**src/rtl/input_buffer.sv**
```systemverilog
// Byte-to-word assembler with a two-deep output queue (output reg + hold reg).
// Optional idle-timeout discard of partial words is compiled in with INBUF_TIMEOUT_EN.
module input_buffer #(
    parameter int unsigned TIMEOUT = 16
) (
    input  logic        clk,
    input  logic        rst,
    input  logic        iValid,
    input  logic [7:0]  iData,
    input  logic        iReady,
    input  logic        iClr,
    output logic [31:0] oData,
    output logic        oValid,
    output logic        oOvf
`ifdef INBUF_TIMEOUT_EN
    ,
    output logic        oTmo
`endif
);

    typedef enum logic [1:0] {
        EMPTY = 2'd0,
        ONE   = 2'd1,
        TWO   = 2'd2
    } occState_e;

    if (TIMEOUT < 1 || TIMEOUT > 255) begin : gBadTimeout
        $error("input_buffer: TIMEOUT must be in 1..255");
    end

    logic [1:0]  cnt;
    logic [1:0]  byteIdx;
    logic [23:0] partial;
    logic [31:0] newWord;
    logic        tmoEvt;
    logic        complete;
    logic        xfer;

    occState_e   state, stateNext;
    logic [31:0] outReg, outNext;
    logic [31:0] holdReg, holdNext;
    logic        ovfSet;

    // A timeout on the same edge as a byte restarts the word at byte 0.
    assign byteIdx  = tmoEvt ? 2'd0 : cnt;
    assign complete = iValid && (byteIdx == 2'd3);
    assign newWord  = {partial, iData};
    assign xfer     = iReady && (state != EMPTY);

    assign oData  = outReg;
    assign oValid = (state != EMPTY);

    // NOTE: sequential state uses non-blocking assignments so every register
    // samples pre-edge values regardless of statement order.
    always_ff @(posedge clk or negedge rst) begin
        if (!rst) begin
            cnt     <= 2'd0;
            partial <= 24'd0;
        end else if (iValid) begin
            cnt     <= byteIdx + 2'd1;
            partial <= {partial[15:0], iData};
        end else if (tmoEvt) begin
            cnt     <= 2'd0;
        end
    end

`ifdef INBUF_TIMEOUT_EN
    localparam logic [7:0] TMO_LIM = 8'(TIMEOUT);

    logic [7:0] idleCnt;

    assign tmoEvt = (cnt != 2'd0) && (idleCnt == TMO_LIM);

    always_ff @(posedge clk or negedge rst) begin
        if (!rst) begin
            idleCnt <= 8'd0;
            oTmo    <= 1'b0;
        end else begin
            if (iValid || tmoEvt)
                idleCnt <= 8'd0;
            else if (cnt != 2'd0)
                idleCnt <= idleCnt + 8'd1;

            if (tmoEvt)
                oTmo <= 1'b1;
            else if (iClr)
                oTmo <= 1'b0;
        end
    end
`else
    assign tmoEvt = 1'b0;
`endif

    // NOTE: every signal written here gets a default first, so no path
    // through the case leaves a value unassigned and no latch is inferred.
    always_comb begin
        stateNext = state;
        outNext   = outReg;
        holdNext  = holdReg;
        ovfSet    = 1'b0;
        unique case (state)
            EMPTY: begin
                if (complete) begin
                    outNext   = newWord;
                    stateNext = ONE;
                end
            end
            ONE: begin
                if (xfer && complete) begin
                    outNext = newWord;
                end else if (xfer) begin
                    stateNext = EMPTY;
                end else if (complete) begin
                    holdNext  = newWord;
                    stateNext = TWO;
                end
            end
            TWO: begin
                if (xfer) begin
                    outNext = holdReg;
                    if (complete)
                        holdNext = newWord;
                    else
                        stateNext = ONE;
                end else if (complete) begin
                    ovfSet = 1'b1;
                end
            end
            default: stateNext = EMPTY;
        endcase
    end

    // NOTE: both word registers are reset; they are plain registers, not a
    // RAM, and oData must read zero straight out of reset.
    always_ff @(posedge clk or negedge rst) begin
        if (!rst) begin
            state   <= EMPTY;
            outReg  <= 32'd0;
            holdReg <= 32'd0;
            oOvf    <= 1'b0;
        end else begin
            state   <= stateNext;
            outReg  <= outNext;
            holdReg <= holdNext;
            if (ovfSet)
                oOvf <= 1'b1;
            else if (iClr)
                oOvf <= 1'b0;
        end
    end

endmodule

```
**config.mk**
```make
export PLATFORM = sky130hd
export DESIGN_NAME = input_buffer
export DESIGN_NICKNAME = d
export VERILOG_FILES = /design/src/rtl/input_buffer.sv
export SDC_FILE = /design/constraint.sdc
export NUM_CORES = 1
export LEC_CHECK = 0
export CAP_MARGIN = 20
export CORE_MARGIN = 10
export CORE_UTILIZATION = 55
export CTS_CLUSTER_DIAMETER = 50
export DETAILED_ROUTE_END_ITERATION = 8
export PLACE_DENSITY = 0.79
export REMOVE_ABC_BUFFERS = 1
export SLEW_MARGIN = 25
export SYNTH_ARGS = -nofsm -noshare
export SYNTH_HDL_FRONTEND = slang
export SYNTH_SLANG_ARGS = --single-unit
```
**constraint.sdc**
```tcl
create_clock -name clk -period 2.3 [get_ports clk]
set_clock_uncertainty 0.1 [all_clocks]
set_input_delay 0.46 -clock clk [delete_from_list [all_inputs] [get_ports clk]]
set_output_delay 0.46 -clock clk [all_outputs]
set_load 0.01 [all_outputs]
```
After elaboration in Yosys (flattened, before gate mapping)
Cells that the tools add are included.
W data, S select, Z words.

storage, ports and cells
  bits of input ports = 13
  flip-flop bits (word level) = 93

operators by class
  add/sub/neg operators = 1
  mux-type cells = 21
  equal/unequal tests = 10
  reductions and logical operators = 11

operators by type and width
  operator               count
  $mux W32               7
  $pmux W32 S3           1
  $pmux W32 S2           1
  $mux W2                6
  $ne A2 B2 Y1 const B   6
  $reduce_and A4 Y1      2
  $pmux W2 S3            1
  $reduce_bool A2 Y1     3
  $mux W1                5
  $reduce_and A5 Y1      1
  $eq A2 B2 Y1 const B   2
  $logic_and A1 B1 Y1    3
  $ne A3 B3 Y1 const B   1
  $reduce_bool A3 Y1     1
  $add A2 B1 Y2 const B  1
  $eq A2 B1 Y1 const B   1
  $logic_not A2 Y1       1

Logic depth before layout (Yosys ltp)
Gate-level depths: netlist (run 1).

  word-level depth = 6
  mapped depth = 5
  mapped depth without buffers = 4

Worst setup path before layout (run 1)
No wires, ideal clock.

  path type = register -> register
  start = register state[1]
  end = register outReg[0] (netlist: oData[0])
  setup time = 0.125 ns
  buffers on the path = 2
  setup slack = 0.564 ns
  arrival time = 1.511 ns
  stages on the path, launching flop included = 6
  path through = dfrtp_1 > nor2b_1 > clkbuf_1 > buf_2 > mux2_2 > mux2_2

between the ends
  word-level cells in the longest chain between the ends = 5
  elaborated cells on any way between the ends = 12
  those cells by class = eq/ne: 5; mux: 1; reduce/logical: 6

RTL lines
  item                         RTL line  source
  start, declared              39        occState_e state, stateNext;
  start signal, assigned       142       state <= stateNext;
  $reduce_bool A2 Y1           48        assign xfer = iReady && (state != EMPTY);
  $logic_and A1 B1 Y1          48
  $logic_and A1 B1 Y1          109       if (xfer && complete) begin
  $ne A2 B2 Y1 (no line)       -
  $reduce_and A4 Y1 (no line)  -
  end signal, assigned         143       outReg <= outNext;
  end, declared                40        logic [31:0] outReg, outNext;

Parallel ways exist; a longest one is shown, timed or not.
A chain may end at the register's enable or synchronous reset.

Worst setup path after layout (run 1)
  start = register state[1]
  end = output oValid

between the ends
  word-level cells in the longest chain between the ends = 1

RTL lines
  item                RTL line  source
  $reduce_bool A2 Y1  51        assign oValid = (state != EMPTY);
  end, declared       13        output logic oValid,

Every way passes these cells.

==> impl_metrics.tcl, run 1 <==
set metrics [dict create \
    outcome "complete, no violations" \
    wirelength_um 7092 \
    clock_latency_ns 0.34 \
    drt_iter0_markers 64 \
    slew_violations 0 \
    drc 0 \
    fmax_ghz 0.4619 \
    clk_pin_slew_ns 0.08 \
    hold_path_class "register to register" \
    finalHoldViolCount 0 \
    cts_buffers 9 \
    min_period_ns 2.165 \
    coreArea_sq_mm 0.007176 \
    arrival_ns 1.60 \
    ir_worst_vdd_uv 635.1 \
    ys_async_sr_fraction_pct 100.0 \
    synth_fa_ha_area_share_pct 0.3110 \
    rsz0062_at_grt "no" \
    cts_root_buf "clkbuf_8" \
    grt_use_total_pct 13.34 \
    final_core_util_pct 68.75 \
    crit_path_start_kind "register" \
    synth_xor_area_share_pct 0.2177 \
    synth-simple-area-share_pct 1.244 \
    synth_top_area_share_pct 57.85 \
    port_buffers 46 \
    ys_seq_area_share_pct 57.85 \
    cts-htree-levels 3 \
    clkSinkCount 93 \
    max_slew_margin_pct 68.79 \
    finalCritPeriodShare_pct 94.13 \
    max_cap_violations 0 \
    synthTopCellsByArea "dfrtp_1 58%, mux2_2 24%, mux2_4 11%" \
    ant_nets 0 \
    final_nets 317 \
    required_ns 1.74 \
    layout-drive-gt1-share_pct 47.88 \
    synth.area.mux_share_pct 36.92 \
    clockBufferDepth 2 \
    vias 2148 \
    first_pass_iters 4 \
    crit_type "register to primary output" \
    routedWlPerCell_um 17.47 \
    p_leak_nw 2.213 \
    diodes 0 \
    fp-row-count 31 \
    hpwl_um 4675 \
    synth_top_family_by_area "multiplexers" \
    finalSetupTns_ns 0 \
    syn_inst 247 \
    die_w_um 105.5 \
    synth_cell_type_count 22 \
    cp_max_fo 8 \
    die-area_sq_mm 0.01113 \
    antenna_found_initial 0 \
    synth_compound_area_share_pct 1.275 \
    yosysWarningCount 0 \
    vias_per_cell 5.291 \
    gr-total-overflow 0 \
    grt_max_degree 46 \
    setup_viol 0 \
    netlist_area_sq_mm 0.004023 \
    grt_pass1_vias 2392 \
    final_common_cell "dfrtp_1" \
    layout_common_cells "93 x dfrtp_1, 86 x mux2_2, 45 x clkdlybuf4s50_1" \
    postCtsSetupRepairBufs 0 \
    die_y_um 105.5 \
    synth_ff_type "dfrtp_1" \
    area_delta_synth_final_pct 22.64 \
    ys_seq_elements 93 \
    grt_pass1_wl_um 12170 \
    initial_core_util_pct 56.06 \
    syn_avg_cell_area_sq_um 16.29 \
    synth-edff-count 0 \
    crit_path_end_kind "primary output" \
    pwr_density_cell_mw_per_mm2 1215 \
    yosysTopAreaCell "dfrtp_1" \
    routabilityCongestion 0.6914 \
    worst_pin_slew_ns 0.4682 \
    ios 47 \
    cts_tree "done" \
]
## metrics by stage
stage          cells  worst slack, ns  hold WS [ns]  area [sq um]  total power, W
2_1_floorplan    234          -0.4854       0.06441          3943        0.003775
6_report         406           0.1351        0.3989          4933        0.005996
5_1_grt          406          0.05560        0.4300          4933        0.006357
3_3_place_gp     390          0.07791        0.3478          4677        0.004671
4_1_cts          406           0.1244        0.3995          4933        0.006087
3_5_place_dp     390          0.06571        0.3518          4677        0.004759
## routing by layer
layer	part of all wire (%)	wire length, um	GRT usage, %
met5	0	0	0
met4	0.86	61	4.062
met3	4.8	338	4.385
met2	47	3343	20.58
met1	47	3348	17.56
## registers in the layout (all words and copies together), names as in the netlist
signal	count
state	2
holdReg	32
oOvf	1
oData	32
partial	24
byteIdx	2
## kinds of logic after synthesis
family	count (synthesis)
muxes	122
DFF	93
buffers and inverters	15
and+or+nand+nor	8
AOI/OAI and AO/OA	7
xor gates and xnor gates	1
adders and majority gates	1
## cell type report
| class | instances | area (sq um) |
|---|---|---|
| multi-input cells | 139 | 1628 |
| repair buffers | 58 | 600.6 |
| clock buffers | 11 | 151.4 |
| clock inverters | 4 | 95.09 |
| flip-flops and latches | 93 | 2327 |
| inverters | 2 | 7.507 |
| well taps | 99 | 123.9 |
| fillers | 517 | 2242 |
## critical path, stage by stage, from the launching register on
cell	delay, ns
dfrtp_1	0.46
or2_2	0.31
clkdlybuf4s50_1	0.49
## repair_timing
action,in CTS,in global routing
hold endpoints to repair,34,0
gates resized for setup,0,0
hold buffers,1,0
setup endpoints to repair,0,0
## report_power, final
part	leakage [nW]	internal [W]	switching, W	total, W
Clock	0.125	0.000774	0.000535	0.00131
Sequential	1.14	0.00227	0.000367	0.00264
Combinational	0.949	0.00138	0.000671	0.00205
Total	2.21	0.00442	0.00157	0.00600
## synthesized netlist by cell type (3+ instances only)
cell type	instances
mux2_1	5
mux2_2	86
dfrtp_1	93
mux2_4	30
buf_6	3
buf_2	7
## worst paths after layout
check	from	slack, ns	end	depth (start not counted)
hold reg to reg	byteIdx[0]	0.40	byteIdx[0]	1
max in group asynchronous	rst	1.00	partial[16]	3
setup reg to reg	state[1]	0.47	holdReg[20]	4
setup / recovery	state[1]	0.14	oValid	2
min in group asynchronous	rst	0.51	oData[17]	2
hold / removal	byteIdx[0]	0.40	byteIdx[0]	1
No activity file was read; power rests on OpenSTA's default activity.
==> inputs of run 2 (changes only) <==
--- a/config.mk
+++ b/config.mk
@@ -5,7 +5,6 @@
 export SDC_FILE = /design/constraint.sdc
 export NUM_CORES = 1
 export LEC_CHECK = 0
-export CAP_MARGIN = 20
 export CORE_MARGIN = 10
 export CORE_UTILIZATION = 55
 export CTS_CLUSTER_DIAMETER = 50
==> results of run 2 <==
Final layout, timing and power as in run 1 (identical DEF).
==> inputs of run 3 (changes only) <==
--- a/config.mk
+++ b/config.mk
@@ -5,11 +5,13 @@
 export SDC_FILE = /design/constraint.sdc
 export NUM_CORES = 1
 export LEC_CHECK = 0
+export CELL_PAD_IN_SITES_DETAIL_PLACEMENT = 0
+export CELL_PAD_IN_SITES_GLOBAL_PLACEMENT = 2
 export CORE_MARGIN = 10
-export CORE_UTILIZATION = 55
+export CORE_UTILIZATION = 40
 export CTS_CLUSTER_DIAMETER = 50
 export DETAILED_ROUTE_END_ITERATION = 8
-export PLACE_DENSITY = 0.79
+export PLACE_DENSITY_LB_ADDON = 0.1
 export REMOVE_ABC_BUFFERS = 1
 export SLEW_MARGIN = 25
 export SYNTH_ARGS = -nofsm -noshare
==> run 3 against run 2 <==
- register-to-register slack lost 0.02 ns
- fmax shrank 1.2%
- die area grew 30%
- critical path depth is the same
- global-route usage shrank 2.2 points
- hold slack lost 0.0040 ns
- sequential power is essentially flat
- non-clock buffer count grew 3
- sequential share of layout area shrank 0.27 points
- clock power shrank 16%
- core utilization shrank 18 points
- first-iteration DRC count grew 34%
- critical path type unchanged
==> impl_metrics.tcl, run 3 (synthesized netlist as in run 1, its figures left out) <==
set metrics [dict create \
    die-area_sq_mm 0.01447 \
    vias 2164 \
    worst_pin_slew_ns 0.3511 \
    crit_type "register to primary output" \
    place_area_sq_mm 0.004755 \
    drc 0 \
    rsz0062_at_grt "no" \
    initial_core_util_pct 41.15 \
    first_pass_iters 3 \
    finalCritPeriodShare_pct 95.23 \
    final_nets 320 \
    wirelength_um 7499 \
    cts-htree-levels 3 \
    layout_common_cells "93 x dfrtp_1, 86 x mux2_2, 45 x clkdlybuf4s50_1" \
    coreArea_sq_mm 0.009774 \
    finalHoldViolCount 0 \
    diodes 0 \
    gr-total-overflow 0 \
    final_cell_area_sq_mm 0.004962 \
    grt_pass1_vias 2441 \
    cts_buffers 9 \
    routabilityCongestion 0.6736 \
    cts_tree "done" \
    crit_start "state[1]" \
    post_cts_resized 0 \
    p_leak_nw 2.210 \
    final_common_cell "dfrtp_1" \
    cp_cell_sequence "or2_2 -> clkdlybuf4s50_1" \
    worst_r2r_startpoint "state[1]" \
    fillers 859 \
    ant_nets 0 \
    max_cap_violations 0 \
    clkSinkCount 93 \
    hpwl_um 4897 \
    postCtsSetupRepairBufs 0 \
    vias_per_cell 4.874 \
    pwr_density_cell_mw_per_mm2 1172 \
    cp_slowest_cell "clkdlybuf4s50_1" \
    hold_ws_ns 0.3949 \
    area_delta_synth_final_pct 23.36 \
    antenna_found_initial 0 \
    cts_root_buf "clkbuf_8" \
    routedWlPerCell_um 16.89 \
    cts_hold_buffers 1 \
    ir_worst_vdd_uv 504.9 \
    port_buffers 46 \
    clk_pin_slew_ns 0.09 \
    fmax_ghz 0.4566 \
    setup_viol 0 \
    grt_max_degree 57 \
    required_ns 1.74 \
    clockBufferDepth 2 \
    grt_use_total_pct 11.13 \
    arrival_ns 1.63 \
    crit_path_end_kind "primary output" \
    drt_iter0_markers 86 \
    max_slew_margin_pct 76.60 \
    min-delay-start "byteIdx[0]" \
    die_w_um 120.3 \
    grt_pass1_wl_um 12980 \
    clock_latency_ns 0.35 \
    cp_max_fo 8 \
    hold_path_class "register to register" \
    die_y_um 120.3 \
    layout-drive-gt1-share_pct 48.55 \
    slew_violations 0 \
    crit_path_start_kind "register" \
    min_period_ns 2.190 \
    outcome "complete, no violations" \
    ios 47 \
    fp-row-count 36 \
    max_stage_delay_ns 0.49 \
]
-- run 3: changes by cell type in the layout (fill, tap and decap cells not counted) --
cell,previous run,this run
clkinv_4,0,1
bufinv_16,3,1
inv_8,0,1
buf_4,8,10
buf_12,4,5
clkbuf_8,11,9
inv_6,0,1
clkinv_2,1,3
-- run 3: layout make-up --
cell class | count | area [sq um] | area share, %
flip-flops and latches | 93 | 2327 | 46.90
multi-input cells | 139 | 1628 | 32.80
repair buffers | 61 | 635.6 | 12.81
well taps | 133 | 166.4 | 3.354
clock buffers | 9 | 123.9 | 2.496
clock inverters | 7 | 73.82 | 1.488
inverters | 2 | 7.507 | 0.1513
-- run 3: per-layer routing --
metal	wire, um	up-vias	track usage (%)
met3	324	5	4.188
met1	3685	1122	15.03
met4	69	0	2.715
met5	0	-	0
li1	-	1004	-
met2	3420	33	16.51
-- run 3: power breakdown --
group / switching (W) / total (W) / internal [W]
registers: 0.000353 / 0.00262 / 0.00227
logic: 0.000683 / 0.00209 / 0.00141
clock network: 0.000590 / 0.00110 / 0.000511
total: 0.00163 / 0.00581 / 0.00419
-- run 3: worst paths after layout --
| kind | to | slack (ns) | cells after the start |
|---|---|---|---|
| max | oValid | 0.11 | 2 |
| min | byteIdx[0] | 0.39 | 1 |
| max reg2reg | holdReg[17] | 0.45 | 4 |
| min reg2reg | byteIdx[0] | 0.39 | 1 |
| max in group asynchronous | holdReg[1] | 1.10 | 3 |
| min in group asynchronous | holdReg[28] | 0.42 | 2 |
-- run 3: per-stage QoR --
| step | TNS (ns) | cells | total power [W] | utilization [%] | worst slack [ns] |
|---|---|---|---|---|---|
| floorplan | -15.81 | 234 | 0.003775 | - | -0.4854 |
| global placement | 0 | 427 | 0.004750 | 48.64 | 0.03954 |
| detailed placement | 0 | 427 | 0.004789 | 48.64 | 0.03854 |
| CTS | 0 | 444 | 0.005925 | 50.77 | 0.07733 |
| global route | 0 | 444 | 0.006210 | 50.77 | 0.01143 |
| finish | 0 | 444 | 0.005814 | 50.77 | 0.1098 |
-- run 3: critical path, delay by kind of cell (launching register included) --
family	cells	cell delay, ns
AND/OR/NAND/NOR	1	0.33
buffers and inverters	1	0.49
flip-flops	1	0.46
